File: src/rtl/piso_tx_ctrl_pkg.sv
// Shared definitions for the PISO transmit controller: FSM state encodings and
// the bit-counter width helper. Optional parity macro: PISO_TX_PARITY_EN.
package piso_tx_ctrl_pkg;

  localparam logic [1:0] ST_IDLE  = 2'd0;
  localparam logic [1:0] ST_SHIFT = 2'd1;
  localparam logic [1:0] ST_PAR   = 2'd2;
  localparam logic [1:0] ST_DONE  = 2'd3;

  typedef enum logic [1:0] {
    S_IDLE  = ST_IDLE,
    S_SHIFT = ST_SHIFT,
    S_PAR   = ST_PAR,
    S_DONE  = ST_DONE
  } tx_state_e;

  function automatic int cnt_width(input int n);
    return (n < 2) ? 1 : $clog2(n);
  endfunction

endpackage

File: src/rtl/tx_bit_counter.sv
// Counts accepted serial beats within a frame; flags the final data bit.
// Saturates at N-1 so it never wraps inside a frame.
module tx_bit_counter
  import piso_tx_ctrl_pkg::*;
#(
  parameter int N = 4,
  localparam int CW = cnt_width(N)
) (
  input  logic          clk,
  input  logic          clr_n,
  input  logic          clear,
  input  logic          inc,
  output logic [CW-1:0] cnt,
  output logic          last
);

  logic [CW-1:0] cnt_q;
  logic [CW-1:0] cnt_d;

  always_comb begin
    cnt_d = cnt_q;
    if (clear) begin
      cnt_d = '0;
    end else if (inc && !last) begin
      cnt_d = cnt_q + 1'b1;
    end
  end

  always_ff @(posedge clk or negedge clr_n) begin
    if (!clr_n) begin
      cnt_q <= '0;
    end else begin
      cnt_q <= cnt_d;
    end
  end

  assign cnt  = cnt_q;
  assign last = (cnt_q == CW'(N - 1));

endmodule

File: src/rtl/piso_tx_ctrl.sv
// Parallel-in/serial-out transmit controller: accepts an N-bit word, shifts it out
// MSB-first under ser_ready backpressure, then pulses done. Macro PISO_TX_PARITY_EN
// appends an even-parity beat after the data bits.
module piso_tx_ctrl
  import piso_tx_ctrl_pkg::*;
#(
  parameter int N = 4
) (
  input  logic         clk,
  input  logic         clr_n,
  input  logic [N-1:0] in_data,
  input  logic         in_valid,
  output logic         in_ready,
  output logic         ser_out,
  output logic         ser_valid,
  input  logic         ser_ready,
  output logic         busy,
  output logic         done
);

  localparam int CW = cnt_width(N);

  tx_state_e     state_q;
  logic [N-1:0]  sreg_q;
  logic          accept;
  logic          shift;
  logic          last;
  // Bit index is only needed inside the counter; kept as a port for observability.
  logic [CW-1:0] cnt_unused;
`ifdef PISO_TX_PARITY_EN
  logic          par_q;
`endif

  assign accept = in_valid & in_ready;
  assign shift  = (state_q == S_SHIFT) & ser_ready;

  tx_bit_counter #(.N(N)) u_cnt (
    .clk  (clk),
    .clr_n(clr_n),
    .clear(accept),
    .inc  (shift),
    .cnt  (cnt_unused),
    .last (last)
  );

  always_ff @(posedge clk or negedge clr_n) begin
    if (!clr_n) begin
      state_q <= S_IDLE;
      sreg_q  <= '0;
`ifdef PISO_TX_PARITY_EN
      par_q   <= 1'b0;
`endif
    end else begin
      case (state_q)
        S_IDLE: begin
          if (accept) begin
            sreg_q  <= in_data;
`ifdef PISO_TX_PARITY_EN
            par_q   <= ^in_data;
`endif
            state_q <= S_SHIFT;
          end
        end
        S_SHIFT: begin
          if (ser_ready) begin
            sreg_q <= {sreg_q[N-2:0], 1'b0};
            if (last) begin
`ifdef PISO_TX_PARITY_EN
              state_q <= S_PAR;
`else
              state_q <= S_DONE;
`endif
            end
          end
        end
`ifdef PISO_TX_PARITY_EN
        S_PAR: begin
          if (ser_ready) begin
            state_q <= S_DONE;
          end
        end
`endif
        S_DONE:  state_q <= S_IDLE;
        default: state_q <= S_IDLE;
      endcase
    end
  end

  // in_ready is gated by clr_n so no word can be offered as accepted during reset.
  assign in_ready  = clr_n & (state_q == S_IDLE);
  assign ser_valid = (state_q == S_SHIFT) | (state_q == S_PAR);
  assign busy      = (state_q != S_IDLE);
  assign done      = (state_q == S_DONE);
`ifdef PISO_TX_PARITY_EN
  assign ser_out   = (state_q == S_PAR) ? par_q : sreg_q[N-1];
`else
  assign ser_out   = sreg_q[N-1];
`endif

endmodule

File: config.mk
export PLATFORM = sky130hd
export DESIGN_NAME = piso_tx_ctrl
export DESIGN_NICKNAME = d
export VERILOG_FILES = /design/src/rtl/piso_tx_ctrl_pkg.sv /design/src/rtl/tx_bit_counter.sv /design/src/rtl/piso_tx_ctrl.sv
export SDC_FILE = /design/constraint.sdc
export NUM_CORES = 1
export LEC_CHECK = 0
export CAP_MARGIN = 40
export CORE_AREA = 4 4 41 43
export CTS_BUF_LIST = sky130_fd_sc_hd__clkbuf_8
export CTS_CLUSTER_DIAMETER = 120
export CTS_CLUSTER_SIZE = 8
export DETAILED_ROUTE_END_ITERATION = 10
export DIE_AREA = 0 0 45 47
export GPL_TIMING_DRIVEN = 1
export MAX_ROUTING_LAYER = met4
export PLACE_DENSITY = 0.73
export SYNTH_ARGS = -nofsm -noshare
export SYNTH_HDL_FRONTEND = slang
export SYNTH_SLANG_ARGS = --single-unit
export TNS_END_PERCENT = 100
File: constraint.sdc
create_clock -name clk -period 4.6 [get_ports clk]
set_clock_uncertainty 0.1 [all_clocks]
set_input_delay 0.92 -clock clk [delete_from_list [all_inputs] [get_ports clk]]
set_output_delay 0.92 -clock clk [all_outputs]
set_load 0.01 [all_outputs]
==> metrics.md <==
| Metric | Value |
|---|---|
| Clk Tree Root Cell | clkbuf_8 |
| Largest net degree at the start of global routing | 12 |
| Core area | 0.00130 sq mm |
| ANT cells | 0 |
| Status | complete, no violations |
| Final Critical Period | 3440 ps |
| Port Buffers | 12 |
| Required @ worst endpoint | 3580 ps |
| CTS Buffer Depth | 2 |
| Yosys cell types | 19 |
| Period utilisation layout | 0.748 |
| Net Count, Synth | 52 |
| Initial DRC count | 1 |
| Fillers | 134 |
| Clock Latency Late Sink | 230 ps |
| Die Wd | 45 um |
| Slew headroom | 0.671 |
| CP max FO | 11 |
| Worst Tran Pin Value | 492 ps |
| Tot GR Track Use | 0.107 |
| Cts bufs inserted | 3 |
| Remaining antenna violation count after routing | 0 |
| Fin cells | 69 |
| Routing usage on met1 | 0.118 |
| First-pass GRT wire length | 1500 um |
| RePlAce Congestion | 0.704 |
| Avg Inst Size Synth | 11.7 sq um |
| Setup ws final | 1160 ps |
| Cell Count Post-Placement | 66 |
| Antenna violations before repair | 0 |
| TritonCTS sink count | 8 |
| Global routing's busiest layer | met2 |
| Worst setup SP type | primary input |
| # H-tree levels | 1 |
| Most frequent cells in the layout | 12 x clkdlybuf4s50_1, 8 x dfrtp_1, 4 x ha_1 |
| # setup viols final | 0 |
| TritonCTS clock tree | built |
| Static Leak | 0.299 nW |
| Via count | 330 |
| Setup crit end kind | primary output |
| Yosys warning total | 0 |
| I/O pin count | 13 |
| Starting density of the core | 0.361 |
| Cell area after synthesis | 469 sq um |
| Most common cell after layout, fill and taps aside | clkdlybuf4s50_1 |
| DP Worst Slack | 1120 ps |
| Die area | 0.00212 sq mm |
| Clock-pin slew on the worst setup and hold paths | 40 ps |
| Worst Hold Class | register to register |
| DP HPWL | 595 um |
| Postcts setup bufs | 0 |
| M3 GR Usage | 0.0230 |
| Num rows | 13 |
| Layout area overhead | 36.0% |
| First-pass DRT Iterations | 3 |
| Nets | 68 |
| Endpoints failing hold | 0 |
| Max Cap Viol | 0 |
| RSZ-0062 raised after global routing | false |
| Kind of critical path | primary input to primary output |
| Synth Instances | 40 |
| Grt ovf | 0 |
| Die Span Y | 47 um |
| Max-slew violation count | 0 |
| Seq cells post-synth | 8 |
| Share of the yosys chip area belonging to registers | 0.427 |
| Peak Freq | 291 MHz |
| Hold-fix buffer count after cts | 0 |
| Met2 Use GR | 0.158 |
| Power Dens Cells | 678 mW/mm^2 |
| Via density | 4.78 |
| Peak supply drop | 334 uV |
| Layout cells sized above 1 | 0.167 |
| Drt drc | 0 |
| Routed wire length per instance | 11.0 um |
| TNS Setup | 0 ps |
| DRT Wirelength | 761 um |
| Critical path arrival | 2420 ps |
| Number of global-route vias before repair | 368 |
| Post-CTS sizing | 0 |
-- per-layer routing --
metal  vias up  routed length (um)
li1        167                   -
met1       149                 361
met2        11                 346
met3         3                  28
met4         0                  25
met5         -                   0
-- cells by family (layout without fill, tap and decap cells) --
kind of cell	count (synthesis)	in the layout	share of synthesized area
multiplexers	8	8	0.187
AO/OA/AOI/OAI	6	6	0.109
buffers and inverters	4	18	0.0480
XOR/XNOR	1	1	0.0187
flip-flops	8	8	0.427
AND/OR/NAND/NOR	9	9	0.104
adder cells (fa/ha/maj)	4	4	0.107
-- worst max-delay path: stages --
cell and delay [ps]:
clkdlybuf4s50_1 780, and2_1 190, clkdlybuf4s50_1 530
-- Yosys cell counts --
cell type	instances	area, sq um
nand2_1	2	7.51
nor2_2	1	6.26
nor2_1	2	7.51
ha_1	4	50.1
mux2_1	3	33.8
a21oi_1	1	5.00
dfrtp_1	8	200
inv_1	3	11.3
o22a_2	1	10.0
buf_6	1	11.3
nand3b_1	2	15.0
mux2i_1	2	20.0
o21ai_0	2	10.0
and2_1	1	6.26
mux2_2	3	33.8
o21a_1	1	7.51
and3_1	1	6.26
a21boi_4	1	18.8
xor2_1	1	8.76
-- where the power goes --
part	leakage (nW)	internal (W)	switching, W
sequential	0.101	0.000104	0.0000173
clock	0.0216	0.0000566	0.0000262
combinational	0.176	0.000129	0.0000993
-- layout make-up --
class	instances	area [sq um]	area share
multi-input combinational	28	246	0.386
tap	15	18.8	0.0294
timing repair buffer	12	120	0.188
inverter	3	11.3	0.0176
sequential	8	200	0.314
clock buffer	3	41.3	0.0647
-- per-stage QoR --
step                      area [sq um]  utilization  hold slack (ps)  power, W
final                              638        0.490              383  0.000432
after CTS                          638        0.490              388  0.000441
after global placement             597        0.459              365  0.000352
after floorplan                    469            -              352  0.000288
after global routing               638        0.490              421  0.000476
after detailed placement           597        0.459              373  0.000353
-- state kept, by name, summed over array words and instances, names as in the netlist --
signal and flops:
sreg_q 4, state_q 2, u_cnt.cnt 2
-- worst paths after layout --
path / slack (ps) / cells after the start / endpoint / from
worst max-delay path: 1160 / 3 / in_ready / clr_n
worst min-delay path: 380 / 1 / sreg_q[1]$_DFFE_PN0P_ / sreg_q[1]$_DFFE_PN0P_
worst max register to register: 2850 / 5 / sreg_q[2]$_DFFE_PN0P_ / state_q[1]$_DFFE_PN0P_
worst min register to register: 380 / 1 / sreg_q[1]$_DFFE_PN0P_ / sreg_q[1]$_DFFE_PN0P_
max in group asynchronous: 3140 / 1 / state_q[1]$_DFFE_PN0P_ / clr_n
min in group asynchronous: 930 / 1 / sreg_q[0]$_DFFE_PN0P_ / clr_n
Note: power is estimated with default switching activity, not from simulation.
